`config.mk`:
```
export PLATFORM = sky130hd
export DESIGN_NAME = uart_rx_deframer_flat
export DESIGN_NICKNAME = d
export VERILOG_FILES = /design/src/rtl/uart_pkg.sv /design/src/rtl/uart_rx_deframer_if.sv /design/src/rtl/uart_rx_sync.sv /design/src/rtl/uart_rx_deframer.sv /design/src/flat_wrapper.sv
export SDC_FILE = /design/constraint.sdc
export NUM_CORES = 1
export LEC_CHECK = 0
export CORE_ASPECT_RATIO = 0.7
export CORE_UTILIZATION = 35
export DETAILED_ROUTE_END_ITERATION = 6
export SYNTH_ARGS = -nofsm -noshare
export SYNTH_HDL_FRONTEND = slang
export SYNTH_HIERARCHICAL = 1
export SYNTH_SLANG_ARGS = --single-unit
```
`constraint.sdc`:
```
create_clock -name clk -period 4.35 [get_ports clk]
set_clock_uncertainty 0.1 [all_clocks]
set_input_delay 0.87 -clock clk [delete_from_list [all_inputs] [get_ports clk]]
set_output_delay 0.87 -clock clk [all_outputs]
set_load 0.005 [all_outputs]
```
`src/rtl/uart_pkg.sv`:
```
// Shared UART definitions: receiver FSM states, character-length encodings,
// oversampling tick constants and the baud divisor table.
package uart_pkg;

    typedef enum logic [2:0] {
        ST_IDLE,
        ST_START,
        ST_DATA,
        ST_PARITY,
        ST_STOP1,
        ST_STOP2
    } rx_state_t;

    // cfg_data_bits encodings
    localparam logic [1:0] DB_5 = 2'b00;
    localparam logic [1:0] DB_6 = 2'b01;
    localparam logic [1:0] DB_7 = 2'b10;
    localparam logic [1:0] DB_8 = 2'b11;

    localparam int         OS_DEFAULT   = 16;
    localparam logic [3:0] OS_MID_TICK  = 4'd7;
    localparam logic [3:0] OS_LAST_TICK = 4'd15;

    // 16x tick divisors from a 50 MHz clock
    localparam logic [15:0] BR_9600   = 16'd326;
    localparam logic [15:0] BR_19200  = 16'd163;
    localparam logic [15:0] BR_57600  = 16'd54;
    localparam logic [15:0] BR_115200 = 16'd27;

    // Index of the last data bit for a given character length (5..8 bits).
    function automatic logic [2:0] last_bit_idx(input logic [1:0] data_bits);
        return 3'd4 + {1'b0, data_bits};
    endfunction

endpackage

```
`src/rtl/uart_rx_deframer_if.sv`:
```
// Received-character bus from the deframer to the RX FIFO / register block.
interface uart_rx_deframer_if #(
    parameter int DATA_WIDTH = 8
);
    logic [DATA_WIDTH-1:0] rx_data;
    logic                  rx_valid;
    logic                  rx_parity_err;
    logic                  rx_frame_err;
    logic                  rx_busy;

    modport master (output rx_data, rx_valid, rx_parity_err, rx_frame_err, rx_busy);
    modport slave  (input  rx_data, rx_valid, rx_parity_err, rx_frame_err, rx_busy);
endinterface

```
`src/rtl/uart_rx_sync.sv`:
```
// rxd synchronizer chain (resets to the idle level) plus falling-edge detect
// on the synchronized line.
module uart_rx_sync #(
    parameter int SYNC_STAGES = 2
) (
    input  logic clk,
    input  logic resetn,
    input  logic rxd,
    output logic rxd_s,
    output logic rxd_fall
);
    logic [SYNC_STAGES-1:0] sync_q;
    logic                   rxd_prev;

    // NOTE: non-blocking (<=) on every flop so the chain moves exactly one
    // stage per clk regardless of statement order.
    always_ff @(posedge clk) begin
        if (!resetn) begin
            // NOTE: reset to 1 so the line looks idle and no phantom start edge appears.
            sync_q   <= '1;
            rxd_prev <= 1'b1;
        end else begin
            sync_q   <= {sync_q[SYNC_STAGES-2:0], rxd};
            rxd_prev <= sync_q[SYNC_STAGES-1];
        end
    end

    assign rxd_s    = sync_q[SYNC_STAGES-1];
    assign rxd_fall = rxd_prev & ~rxd_s;

endmodule

```
`src/rtl/uart_rx_deframer.sv`:
```
// UART receive deframer: qualifies the start bit, samples data/parity/stop at
// mid-bit on the 16x tick and delivers one character per frame with error flags.
module uart_rx_deframer
    import uart_pkg::*;
#(
    parameter int DATA_WIDTH  = 8,
    parameter int OVERSAMPLE  = OS_DEFAULT,
    parameter int SYNC_STAGES = 2
) (
    input  logic                       clk,
    input  logic                       resetn,
    input  logic                       rx_tick,
    input  logic                       rxd,
    input  logic [1:0]                 cfg_data_bits,
    input  logic                       cfg_parity_en,
    input  logic                       cfg_parity_odd,
    input  logic                       cfg_stop_bits,
    uart_rx_deframer_if.master         rx_if
);
    localparam int             TCW       = $clog2(OVERSAMPLE);
    localparam logic [TCW-1:0] MID_TICK  = TCW'(OVERSAMPLE / 2 - 1);
    localparam logic [TCW-1:0] LAST_TICK = TCW'(OVERSAMPLE - 1);

    logic rxd_s;
    logic rxd_fall;

    uart_rx_sync #(.SYNC_STAGES(SYNC_STAGES)) u_sync (
        .clk      (clk),
        .resetn   (resetn),
        .rxd      (rxd),
        .rxd_s    (rxd_s),
        .rxd_fall (rxd_fall)
    );

    rx_state_t             state;
    logic [TCW-1:0]        tcnt;
    logic [2:0]            bit_idx;
    logic [DATA_WIDTH-1:0] shift_q;
    logic                  perr_q;
    logic                  ferr_q;

    // frame configuration, frozen at start-edge detection
    logic [1:0]            data_bits_q;
    logic                  parity_en_q;
    logic                  parity_odd_q;
    logic                  stop2_q;

    logic [DATA_WIDTH-1:0] rx_data_q;
    logic                  rx_valid_q;
    logic                  rx_perr_q;
    logic                  rx_ferr_q;
    logic                  rx_busy_q;

    always_ff @(posedge clk) begin
        if (!resetn) begin
            // NOTE: the data path is reset too, so rx_data reads 0 after reset.
            state        <= ST_IDLE;
            tcnt         <= '0;
            bit_idx      <= '0;
            shift_q      <= '0;
            perr_q       <= 1'b0;
            ferr_q       <= 1'b0;
            data_bits_q  <= DB_8;
            parity_en_q  <= 1'b0;
            parity_odd_q <= 1'b0;
            stop2_q      <= 1'b0;
            rx_data_q    <= '0;
            rx_valid_q   <= 1'b0;
            rx_perr_q    <= 1'b0;
            rx_ferr_q    <= 1'b0;
            rx_busy_q    <= 1'b0;
        end else begin
            rx_valid_q <= 1'b0;
            case (state)
                ST_IDLE: begin
                    if (rxd_fall) begin
                        state        <= ST_START;
                        tcnt         <= '0;
                        shift_q      <= '0;
                        perr_q       <= 1'b0;
                        ferr_q       <= 1'b0;
                        data_bits_q  <= cfg_data_bits;
                        parity_en_q  <= cfg_parity_en;
                        parity_odd_q <= cfg_parity_odd;
                        stop2_q      <= cfg_stop_bits;
                        rx_busy_q    <= 1'b1;
                    end
                end

                ST_START: begin
                    if (rx_tick) begin
                        if (tcnt == MID_TICK) begin
                            tcnt    <= '0;
                            bit_idx <= '0;
                            if (rxd_s) begin
                                // glitch, not a start bit
                                state     <= ST_IDLE;
                                rx_busy_q <= 1'b0;
                            end else begin
                                state <= ST_DATA;
                            end
                        end else begin
                            tcnt <= tcnt + 1'b1;
                        end
                    end
                end

                ST_DATA: begin
                    if (rx_tick) begin
                        if (tcnt == LAST_TICK) begin
                            tcnt             <= '0;
                            shift_q[bit_idx] <= rxd_s;
                            bit_idx          <= bit_idx + 1'b1;
                            if (bit_idx == last_bit_idx(data_bits_q))
                                state <= parity_en_q ? ST_PARITY : ST_STOP1;
                        end else begin
                            tcnt <= tcnt + 1'b1;
                        end
                    end
                end

                ST_PARITY: begin
                    if (rx_tick) begin
                        if (tcnt == LAST_TICK) begin
                            tcnt   <= '0;
                            perr_q <= ((^shift_q) ^ rxd_s) != parity_odd_q;
                            state  <= ST_STOP1;
                        end else begin
                            tcnt <= tcnt + 1'b1;
                        end
                    end
                end

                ST_STOP1, ST_STOP2: begin
                    if (rx_tick) begin
                        if (tcnt == LAST_TICK) begin
                            tcnt <= '0;
                            if (state == ST_STOP1 && stop2_q) begin
                                ferr_q <= ~rxd_s;
                                state  <= ST_STOP2;
                            end else begin
                                // deliver at mid stop bit so the next start edge is caught
                                rx_valid_q <= 1'b1;
                                rx_data_q  <= shift_q;
                                rx_perr_q  <= perr_q;
                                rx_ferr_q  <= ferr_q | ~rxd_s;
                                rx_busy_q  <= 1'b0;
                                state      <= ST_IDLE;
                            end
                        end else begin
                            tcnt <= tcnt + 1'b1;
                        end
                    end
                end

                default: begin
                    state     <= ST_IDLE;
                    rx_busy_q <= 1'b0;
                end
            endcase
        end
    end

    assign rx_if.rx_data       = rx_data_q;
    assign rx_if.rx_valid      = rx_valid_q;
    assign rx_if.rx_parity_err = rx_perr_q;
    assign rx_if.rx_frame_err  = rx_ferr_q;
    assign rx_if.rx_busy       = rx_busy_q;

endmodule

```
`src/flat_wrapper.sv`:
```
// flat-port wrapper written by rule: the top's interface ports become plain ports
module uart_rx_deframer_flat import uart_pkg::*;
#(
    parameter int DATA_WIDTH  = 8,
    parameter int OVERSAMPLE  = OS_DEFAULT,
    parameter int SYNC_STAGES = 2
)
  (clk, resetn, rx_tick, rxd, cfg_data_bits, cfg_parity_en, cfg_parity_odd, cfg_stop_bits, rx_if_rx_data, rx_if_rx_valid, rx_if_rx_parity_err, rx_if_rx_frame_err, rx_if_rx_busy);
  uart_rx_deframer_if #(.DATA_WIDTH(DATA_WIDTH)) rx_if_i ();
  input  logic clk;
  input  logic resetn;
  input  logic rx_tick;
  input  logic rxd;
  input  logic [1:0] cfg_data_bits;
  input  logic cfg_parity_en;
  input  logic cfg_parity_odd;
  input  logic cfg_stop_bits;
  output wire logic [$bits(rx_if_i.rx_data)-1:0] rx_if_rx_data;
  output wire logic [$bits(rx_if_i.rx_valid)-1:0] rx_if_rx_valid;
  output wire logic [$bits(rx_if_i.rx_parity_err)-1:0] rx_if_rx_parity_err;
  output wire logic [$bits(rx_if_i.rx_frame_err)-1:0] rx_if_rx_frame_err;
  output wire logic [$bits(rx_if_i.rx_busy)-1:0] rx_if_rx_busy;
  assign rx_if_rx_data = rx_if_i.rx_data;
  assign rx_if_rx_valid = rx_if_i.rx_valid;
  assign rx_if_rx_parity_err = rx_if_i.rx_parity_err;
  assign rx_if_rx_frame_err = rx_if_i.rx_frame_err;
  assign rx_if_rx_busy = rx_if_i.rx_busy;
  uart_rx_deframer #(.DATA_WIDTH(DATA_WIDTH), .OVERSAMPLE(OVERSAMPLE), .SYNC_STAGES(SYNC_STAGES)) u_core (.clk(clk), .resetn(resetn), .rx_tick(rx_tick), .rxd(rxd), .cfg_data_bits(cfg_data_bits), .cfg_parity_en(cfg_parity_en), .cfg_parity_odd(cfg_parity_odd), .cfg_stop_bits(cfg_stop_bits), .rx_if(rx_if_i));
endmodule
```
==> parameters.txt, run 1 <==
Parameter                              Value

Outcome
  Run status    complete, no violations

Routing
  Total via count after detailed routing    approximately 1.7k
  Total DRC errors in the routed layout    0
  Routed wire length per instance    13.6 um
  Detailed Route Iter0 Violations    73
  Drt via density    5.08
  Number of search-and-repair iterations in the first detailed-routing pass    4
  Overall routed net length    4.44 mm
  Number of nets still failing antenna checks after routing    0

Pwr
  Comb power frac    0.165
  Switching power of the nets    231 uW
  Power per cell area    about 340 nW/um^2
  Peak supply drop    approximately 0.095 mV
  Internal power    616 uW
  Fraction of power spent switching nets    0.273
  Portion of total power attributed to sequential cells    0.476
  Clock share of power    0.359
  Leakage power of the design    just over 0.8 nW

Clock network
  Library cell used as clock root buffer    sky130_fd_sc_hd__clkbuf_8
  CTS buffer count    5
  Largest buffer count on any clock path    2
  Number of buffers added for setup after CTS    0
  Clock latency of the later-clocked register in the worst-skew pair    just under 300 ps
  Clock edge transition at the registers on the reported setup and hold paths    80 ps
  CTS tree    done
  Cts-stage hold buffer count    0
  H-tree depth    2
  Clock Sink Count    40
  Post-CTS resize count    0

Synth
  Synth Net Count    250
  Post-synth EDFFs    0
  Average footprint of a synthesized cell    8.94 sq um
  Area fraction in and, or, nand and nor cells after synthesis    0.234
  Number of warnings issued by yosys    6
  Share of Yosys cell area claimed by the top area cell type    0.375
  Cell variety after synth    50
  Dominant combinational cell family by area after synthesis    simple AND/OR/NAND/NOR gates
  Adder-cell area share of the yosys netlist    0.0117
  FF+latch count, synth    40
  Share of cell area taken by muxes after synthesis    0.0937
  Share of async-settable or async-resettable flops after synthesis    0
  Post-Syn Instances    about 240
  Xor/xnor share of the synthesized area    0.0451
  Top-count cell post-synth    sky130_fd_sc_hd__dfxtp_1
  Top cells by area, synth    sky130_fd_sc_hd__dfxtp_1 37%, sky130_fd_sc_hd__mux2i_1 9.4%, sky130_fd_sc_hd__nor2b_1 5.9%
  Synth Flop Type    sky130_fd_sc_hd__dfxtp_1
  Register area share after synthesis    0.375
  Post-synth top area cell    sky130_fd_sc_hd__dfxtp_1
  Synthesized cell area    2140 sq um
  Cell types with the highest counts after synthesis    40 x sky130_fd_sc_hd__dfxtp_1, 20 x sky130_fd_sc_hd__mux2i_1, 20 x sky130_fd_sc_hd__nor2b_1
  Share of the synthesized area in compound gates (AO/OA/AOI/OAI)    0.190

Placement
  Pre-CTS setup slack    between 1500 and 2000 ps
  Post-detailed-placement cell area    ~2400 sq um
  Weighted congestion at the end of routability-driven global placement    between 0.8 and 0.9
  Detailed-placement wirelength estimate    a little under 3 mm
  Count of input and output buffers    20

Cells and area
  Post-route cell area    2470 sq um
  Fill count    597
  Layout cells sized above 1    0.0797
  Total inserted antenna cells    0
  Net total in the final layout    261
  Utilization after layout    0.425
  Synthesis-to-layout area growth    15.6%

STA
  Final Hold Vio Count    0
  Slew margin rel.    0.472
  RSZ-0062 raised after global routing    false
  Count of final setup violators    0
  Setup tns final    0 ps
  Final Max Tran Viols    0
  Transition time at the pin with the least slew margin    791 ps
  Top achievable clock speed    0.391 GHz
  Fin crit share    0.587
  Setup slack after layout    1800 ps
  Shortest clock period the worst path allows after layout    2550 ps

Die
  IO Pins    21
  Vertical die dimension    67.4 um
  Area of the core region    5810 sq um
  Die area    6420 sq um
  Effective utilization at floorplan    0.367
  Overall die width    95.4 um
  Rows    23

Setup path
  Arrival @ worst endpoint    2620 ps
  Critical Setup Path Class    in -> reg
  Startpoint type of the worst setup path    input port
  Worst endpoint required time    4410 ps
  Maximum net fanout on the critical path    8
  CP endpoint kind    flop

Global routing
  Initial antenna violation count    0
  Congestion Overflow GR    0
  Tot GR Track Use    0.153
  Pin count of the biggest net entering global routing    46
  First-pass GRT wire length    between 7 and 8 mm
  Vias in the first global route    approximately 1.5k

Hold path
  Path category of the worst min-delay check    reg -> reg

Flow run
  Reported max-cap violation count    0
-- layer usage --
layer	wire, um	global-route usage
met1	2410	0.230
met2	1790	0.212
met3	214	0.0405
met4	22	0.0398
met5	0	0
-- worst max-delay path: stages --
cell and delay (ps):
sky130_fd_sc_hd__clkdlybuf4s50_1 560, sky130_fd_sc_hd__and4_1 340, sky130_fd_sc_hd__nand2_1 80, sky130_fd_sc_hd__a211o_1 440
sky130_fd_sc_hd__o211ai_1 240, sky130_fd_sc_hd__o31ai_2 90
-- final timing paths --
kind	start	end	slack (ps)	depth (start not counted)
worst max-delay path	rx_tick	u_core/shift_q[1]	1800	6
worst min-delay path	u_core/u_sync/sync_q[0]	u_core/u_sync/sync_q[1]	310	1
worst max register to register	u_core/state[1]	u_core/shift_q[0]	1910	5
worst min register to register	u_core/u_sync/sync_q[0]	u_core/u_sync/sync_q[1]	310	1
-- metrics by stage --
stage	power (mW)	hold slack [ps]	cells
finish	0.847	313	326
floorplan	0.522	286	239
global route	0.897	354	326
global placement	0.552	292	318
detailed placement	0.550	297	318
CTS	0.860	317	326
-- flip-flops by register name, summed over array words and instances, names as in the netlist, 2 cells and up --
register	flops
u_core/tcnt	4
u_core/rx_if.rx_data	8
u_core/data_bits_q	2
u_core/u_sync/sync_q	2
u_core/state	3
u_core/shift_q	8
u_core/bit_idx	3
-- cells in the final DEF (no fill, tap or decap), types with 5 or more instances in the layout --
cell,synthesis,routed
sky130_fd_sc_hd__a31oi_1,7,7
sky130_fd_sc_hd__clkdlybuf4s50_1,0,20
sky130_fd_sc_hd__nor2b_1,20,20
sky130_fd_sc_hd__o21ai_0,7,7
sky130_fd_sc_hd__nand3b_1,5,5
sky130_fd_sc_hd__xnor2_1,9,9
sky130_fd_sc_hd__o211ai_1,7,7
sky130_fd_sc_hd__clkbuf_8,0,5
sky130_fd_sc_hd__mux2i_1,20,20
sky130_fd_sc_hd__dfxtp_1,40,40
sky130_fd_sc_hd__nand2_1,19,19
sky130_fd_sc_hd__a21oi_1,7,7
sky130_fd_sc_hd__nor2_1,8,8
sky130_fd_sc_hd__nand2b_1,11,11
sky130_fd_sc_hd__inv_1,6,6
-- power by group through the flow --
stage / sequential [mW] / combinational (mW) / clock [mW]
floorplan: 0.389 / 0.133 / 0
global placement: 0.412 / 0.140 / 0
detailed placement: 0.411 / 0.139 / 0
CTS: 0.403 / 0.140 / 0.317
global route: 0.407 / 0.156 / 0.334
finish: 0.403 / 0.140 / 0.304
-- logic make-up after synthesis --
logic type               count (synthesis)
buffers and inverters                   24
AND/OR/NAND/NOR                         87
AO/OA/AOI/OAI                           55
flip-flops                              40
XOR/XNOR                                11
adder cells (fa/ha/maj)                  2
multiplexers                            20
-- layout make-up --
class	count	area, sq um	area share
clock buffer	5	68.8	0.0279
clock inverter	3	42.5	0.0172
multi-input combinational	175	1230	0.496
sequential	40	801	0.324
timing repair buffer	22	215	0.0871
tap	75	93.8	0.0380
inverter	6	22.5	0.00912
(Power assumes the default switching activity.)
==> run 2, diff against run 1 <==
Clock period 4.35 ns to 2.5 ns, I/O delays scaled along.
==> run 2 against run 1 <==
Net effect:
- worst hold slack about the same
- non-clock buffer count increased by 10
- register-to-register slack got worse by 1400 ps
- global-route usage increased by 0.87 points
- critical endpoint unchanged
- largest power group unchanged
==> parameters.txt, run 2 (same netlist as run 1, synthesis figures left out) <==
Parameter                              Value

Outcome
  Run status    complete, no violations

Die
  Vertical die dimension    67.4 um
  Effective utilization at floorplan    0.367
  Die area    6420 sq um
  IO Pins    21
  Area of the core region    5810 sq um
  Rows    23
  Overall die width    95.4 um

Cells and area
  Total inserted antenna cells    0
  Synthesis-to-layout area growth    20.4%
  Fill count    588
  Multi-input logic area    1230 sq um
  Most common cell after layout, fill and taps aside    sky130_fd_sc_hd__dfxtp_1
  Layout cells sized above 1    0.115
  Most used cells in the layout excluding fill and tap cells    40 x sky130_fd_sc_hd__dfxtp_1, 20 x sky130_fd_sc_hd__clkdlybuf4s50_1, 20 x sky130_fd_sc_hd__mux2i_1, 20 x sky130_fd_sc_hd__nor2b_1, 19 x sky130_fd_sc_hd__nand2_1
  Net total in the final layout    271
  Sequential standard cell area    between 800 and 900 sq um

Setup path
  Worst endpoint required time    2560 ps
  Worst-path cell with the longest stage delay    sky130_fd_sc_hd__clkdlybuf4s50_1
  CP Buf/Inv Count    1
  Gate family responsible for the most delay along the worst path    compound AO/OA/AOI/OAI gates
  Maximum net fanout on the critical path    8
  Worst stage delay on the critical path    550 ps
  Critical Setup Path Class    in -> reg
  Startpoint type of the worst setup path    input port
  Ordered list of cells on the worst path    clkdlybuf4s50_1, and4_1, nand2_1, a211o_1, o211ai_1, o31ai_2
  CP endpoint kind    flop
  Arrival @ worst endpoint    around 2200 ps

Pwr
  Peak supply drop    0.234 mV
  Fraction of power spent switching nets    0.261
  Clock share of power    0.375
  Internal power    about 1.1 mW
  Portion of total power attributed to sequential cells    0.440
  Switching power of the nets    406 uW
  Power per cell area    604 nW/um^2
  Comb power frac    0.184
  Leakage power of the design    0.893 nW

STA
  Final Hold Vio Count    0
  Count of final setup violators    0
  Transition time at the pin with the least slew margin    642 ps
  Fin crit share    0.840
  Setup tns final    0 ps
  RSZ-0062 raised after global routing    false
  Top achievable clock speed    about 0.48 GHz
  Setup slack after layout    400 ps
  Final Max Tran Viols    0
  Shortest clock period the worst path allows after layout    roughly 2100 ps
  Slew margin rel.    0.571

Global routing
  Initial antenna violation count    0
  First-pass GRT wire length    about 7.9 mm
  Vias in the first global route    1,589
  Congestion Overflow GR    0
  Pin count of the biggest net entering global routing    24
  Tot GR Track Use    0.162

Routing
  Total DRC errors in the routed layout    0
  Routed wire length per instance    14.0 um
  Number of search-and-repair iterations in the first detailed-routing pass    4
  Overall routed net length    4.70 mm
  Drt via density    5.08
  Number of nets still failing antenna checks after routing    0
  Total via count after detailed routing    between 1.5k and 2k
  Detailed Route Iter0 Violations    102

Clock network
  Clock Sink Count    40
  Library cell used as clock root buffer    sky130_fd_sc_hd__clkbuf_8
  Clock edge transition at the registers on the reported setup and hold paths    80 ps
  CTS buffer count    5
  CTS tree    done
  Cts-stage hold buffer count    0
  Clock latency of the later-clocked register in the worst-skew pair    300 ps
  Largest buffer count on any clock path    2
  Post-CTS resize count    0
  H-tree depth    2
  Number of buffers added for setup after CTS    0

Placement
  Detailed-placement wirelength estimate    3.36 mm
  Weighted congestion at the end of routability-driven global placement    0.797
  Count of input and output buffers    20
  Pre-CTS setup slack    95.3 ps

Hold path
  Path category of the worst min-delay check    reg -> reg

Flow run
  Reported max-cap violation count    0
[run 2: worst paths after layout]
path	to	slack, ps	cells after the start	start
setup / recovery	u_core/shift_q[1]	400	6	rx_tick
hold / removal	u_core/u_sync/sync_q[1]	310	1	u_core/u_sync/sync_q[0]
setup reg to reg	u_core/shift_q[0]	470	5	u_core/state[0]
hold reg to reg	u_core/u_sync/sync_q[1]	310	1	u_core/u_sync/sync_q[0]
[run 2: metrics by stage]
stage | power [mW] | instance area, sq um | std cells | utilization | hold slack (ps)
2_1_floorplan | 0.909 | 2140 | 239 | - | 286
3_3_place_gp | 0.982 | 2450 | 328 | 0.421 | 294
3_5_place_dp | 0.984 | 2450 | 328 | 0.421 | 302
4_1_cts | 1.57 | 2570 | 336 | 0.443 | 321
5_1_grt | 1.63 | 2570 | 336 | 0.443 | 334
6_report | 1.55 | 2570 | 336 | 0.443 | 313
[run 2: per-layer routing]
layer	share of wire	track usage	vias up
met5	0	0	-
met4	0.0028	0.0398	0
met3	0.047	0.0405	2
met2	0.41	0.227	37
met1	0.54	0.243	784
li1	-	-	885
[run 2: layout make-up]
class | count | share of cell area
Sequential cell | 40 | 0.311
Clock inverter | 1 | 0.0117
Timing Repair Buffer | 32 | 0.118
Multi-Input combinational cell | 175 | 0.477
Tap cell | 75 | 0.0365
Clock buffer | 7 | 0.0375
Inverter | 6 | 0.00875
[run 2: power by group through the flow]
stage / clock network [mW] / logic (mW) / registers [mW]
2_1_floorplan: 0 / 0.232 / 0.677
3_3_place_gp: 0 / 0.284 / 0.698
3_5_place_dp: 0 / 0.286 / 0.699
4_1_cts: 0.603 / 0.287 / 0.684
5_1_grt: 0.627 / 0.316 / 0.688
6_report: 0.583 / 0.286 / 0.684
==> run 3, diff against run 2 <==
Clock period 2.5 ns to 2 ns, I/O delays scaled along.
==> run 3 against run 2 <==
Net effect:
- total power up 24%
- worst hold slack got worse by 0.59 ps
- die area is the same
- first-iteration DRC count decreased by 31%
- clock-buffer cell count down 2
- cell count up 2.7%
- sequential cell count is the same
- final area is 3.0% higher
- worst setup slack worse by 270 ps
- largest cell class unchanged
- largest power group unchanged
==> parameters.txt, run 3 (same netlist as run 1, synthesis figures left out) <==
Parameter                              Value

Outcome
  Run status    complete, no violations

Die
  Rows    23
  IO Pins    21
  Vertical die dimension    67.4 um
  Area of the core region    slightly below 6000 sq um
  Die area    6420 sq um
  Overall die width    about 95 um
  Effective utilization at floorplan    0.367

Setup path
  Startpoint type of the worst setup path    flop
  Maximum net fanout on the critical path    10
  Setup slack of the most critical reg-to-reg path    130 ps
  Arrival @ worst endpoint    1990 ps
  Critical Setup Path Class    reg -> reg
  CP endpoint kind    flop
  Worst endpoint required time    2120 ps

Cells and area
  Layout cells sized above 1    0.167
  Total inserted antenna cells    0
  Sequential standard cell area    803 sq um
  Most common cell after layout, fill and taps aside    sky130_fd_sc_hd__dfxtp_1
  Multi-input logic area    1240 sq um
  Synthesis-to-layout area growth    24.0%
  Post-route cell area    2650 sq um
  Net total in the final layout    280
  Fill count    564
  Most used cells in the layout excluding fill and tap cells    38 x sky130_fd_sc_hd__dfxtp_1, 20 x sky130_fd_sc_hd__clkdlybuf4s50_1, 20 x sky130_fd_sc_hd__mux2i_1, 20 x sky130_fd_sc_hd__nor2b_1, 20 x sky130_fd_sc_hd__buf_4

Placement
  Count of input and output buffers    20
  Weighted congestion at the end of routability-driven global placement    about 0.8
  Post-detailed-placement cell area    2510 sq um
  Pre-CTS setup slack    -215 ps
  Detailed-placement wirelength estimate    3.33 mm

Clock network
  Clock Sink Count    40
  Cts-stage hold buffer count    0
  Clock latency of the later-clocked register in the worst-skew pair    300 ps
  Number of buffers added for setup after CTS    0
  Clock edge transition at the registers on the reported setup and hold paths    about 90 ps
  CTS tree    done
  CTS buffer count    5
  Largest buffer count on any clock path    2
  H-tree depth    2
  Library cell used as clock root buffer    sky130_fd_sc_hd__clkbuf_8

Global routing
  Tot GR Track Use    0.154
  Vias in the first global route    1,475
  First-pass GRT wire length    7.45 mm
  Initial antenna violation count    0
  Pin count of the biggest net entering global routing    29
  Congestion Overflow GR    0

Pwr
  Power per cell area    727 nW/um^2
  Peak supply drop    0.323 mV
  Leakage power of the design    roughly 0.9 nW

STA
  Final Hold Vio Count    0
  Setup slack after layout    135 ps
  Top achievable clock speed    roughly 0.54 GHz
  Fin crit share    0.933
  Slew margin rel.    0.709
  Final Max Tran Viols    0
  RSZ-0062 raised after global routing    false
  Count of final setup violators    0
  Shortest clock period the worst path allows after layout    1870 ps
  Transition time at the pin with the least slew margin    436 ps

Routing
  Number of nets still failing antenna checks after routing    0
  Total DRC errors in the routed layout    0
  Detailed Route Iter0 Violations    70
  Number of search-and-repair iterations in the first detailed-routing pass    4
  Total via count after detailed routing    1,754
  Routed wire length per instance    13.3 um
  Overall routed net length    4.59 mm
  Drt via density    between 5 and 6

Hold path
  Path category of the worst min-delay check    reg -> reg

Flow run
  Reported max-cap violation count    0
## run 3: path summary, 6_finish.rpt
path | cells after the start | endpoint | start
worst max register to register | 5 | u_core/shift_q[0] | u_core/tcnt[3]
worst min register to register | 1 | u_core/u_sync/sync_q[1] | u_core/u_sync/sync_q[0]
worst max-delay path | 5 | u_core/shift_q[0] | u_core/tcnt[3]
worst min-delay path | 1 | u_core/u_sync/sync_q[1] | u_core/u_sync/sync_q[0]
## run 3: routing by layer
| layer | vias to the layer above | track usage | part of all wire |
|---|---|---|---|
| li1 | 907 | - | - |
| met1 | 808 | 0.240 | 0.57 |
| met2 | 31 | 0.197 | 0.38 |
| met3 | 8 | 0.0372 | 0.039 |
| met4 | 0 | 0.0530 | 0.012 |
| met5 | - | 0 | 0 |
## run 3: area by class of cell
type                    count  share of cell area
inverters                   6             0.00850
clock buffers               5              0.0260
multi-input cells         175               0.470
well taps                  75              0.0354
flip-flops and latches     40               0.303
clock inverters             3              0.0175
repair buffers             41               0.140
## run 3: timing repair
| item | in CTS | in global routing |
|---|---|---|
| resized for setup | 0 | 7 |
| hold endpoints to repair | 0 | 0 |
| setup endpoints to repair | 0 | 12 |
## run 3: power by group
part           switching (mW)  leakage (nW)  internal (mW)
combinational           0.202         0.549          0.191
sequential             0.0226         0.324          0.821
clock                   0.313        0.0548          0.376
total                   0.538         0.928           1.39
## run 3: metrics by stage
stage / power (mW) / utilization / hold slack, ps / TNS (ps) / cells
after floorplan: 1.14 / - / 286 / 0 / 239
after global placement: 1.24 / 0.432 / 292 / -1810 / 337
after detailed placement: 1.25 / 0.432 / 296 / -2140 / 337
after CTS: 1.94 / 0.452 / 315 / 0 / 345
after global routing: 2.02 / 0.456 / 334 / 0 / 345
final: 1.93 / 0.456 / 312 / 0 / 345
## run 3: worst max-delay path, stage by stage (launching register included)
cell	delay [ps]
sky130_fd_sc_hd__dfxtp_1	400
sky130_fd_sc_hd__or3b_4	430
sky130_fd_sc_hd__a211oi_4	240
sky130_fd_sc_hd__nand4_1	160
sky130_fd_sc_hd__nand2b_2	260
sky130_fd_sc_hd__o32ai_2	210
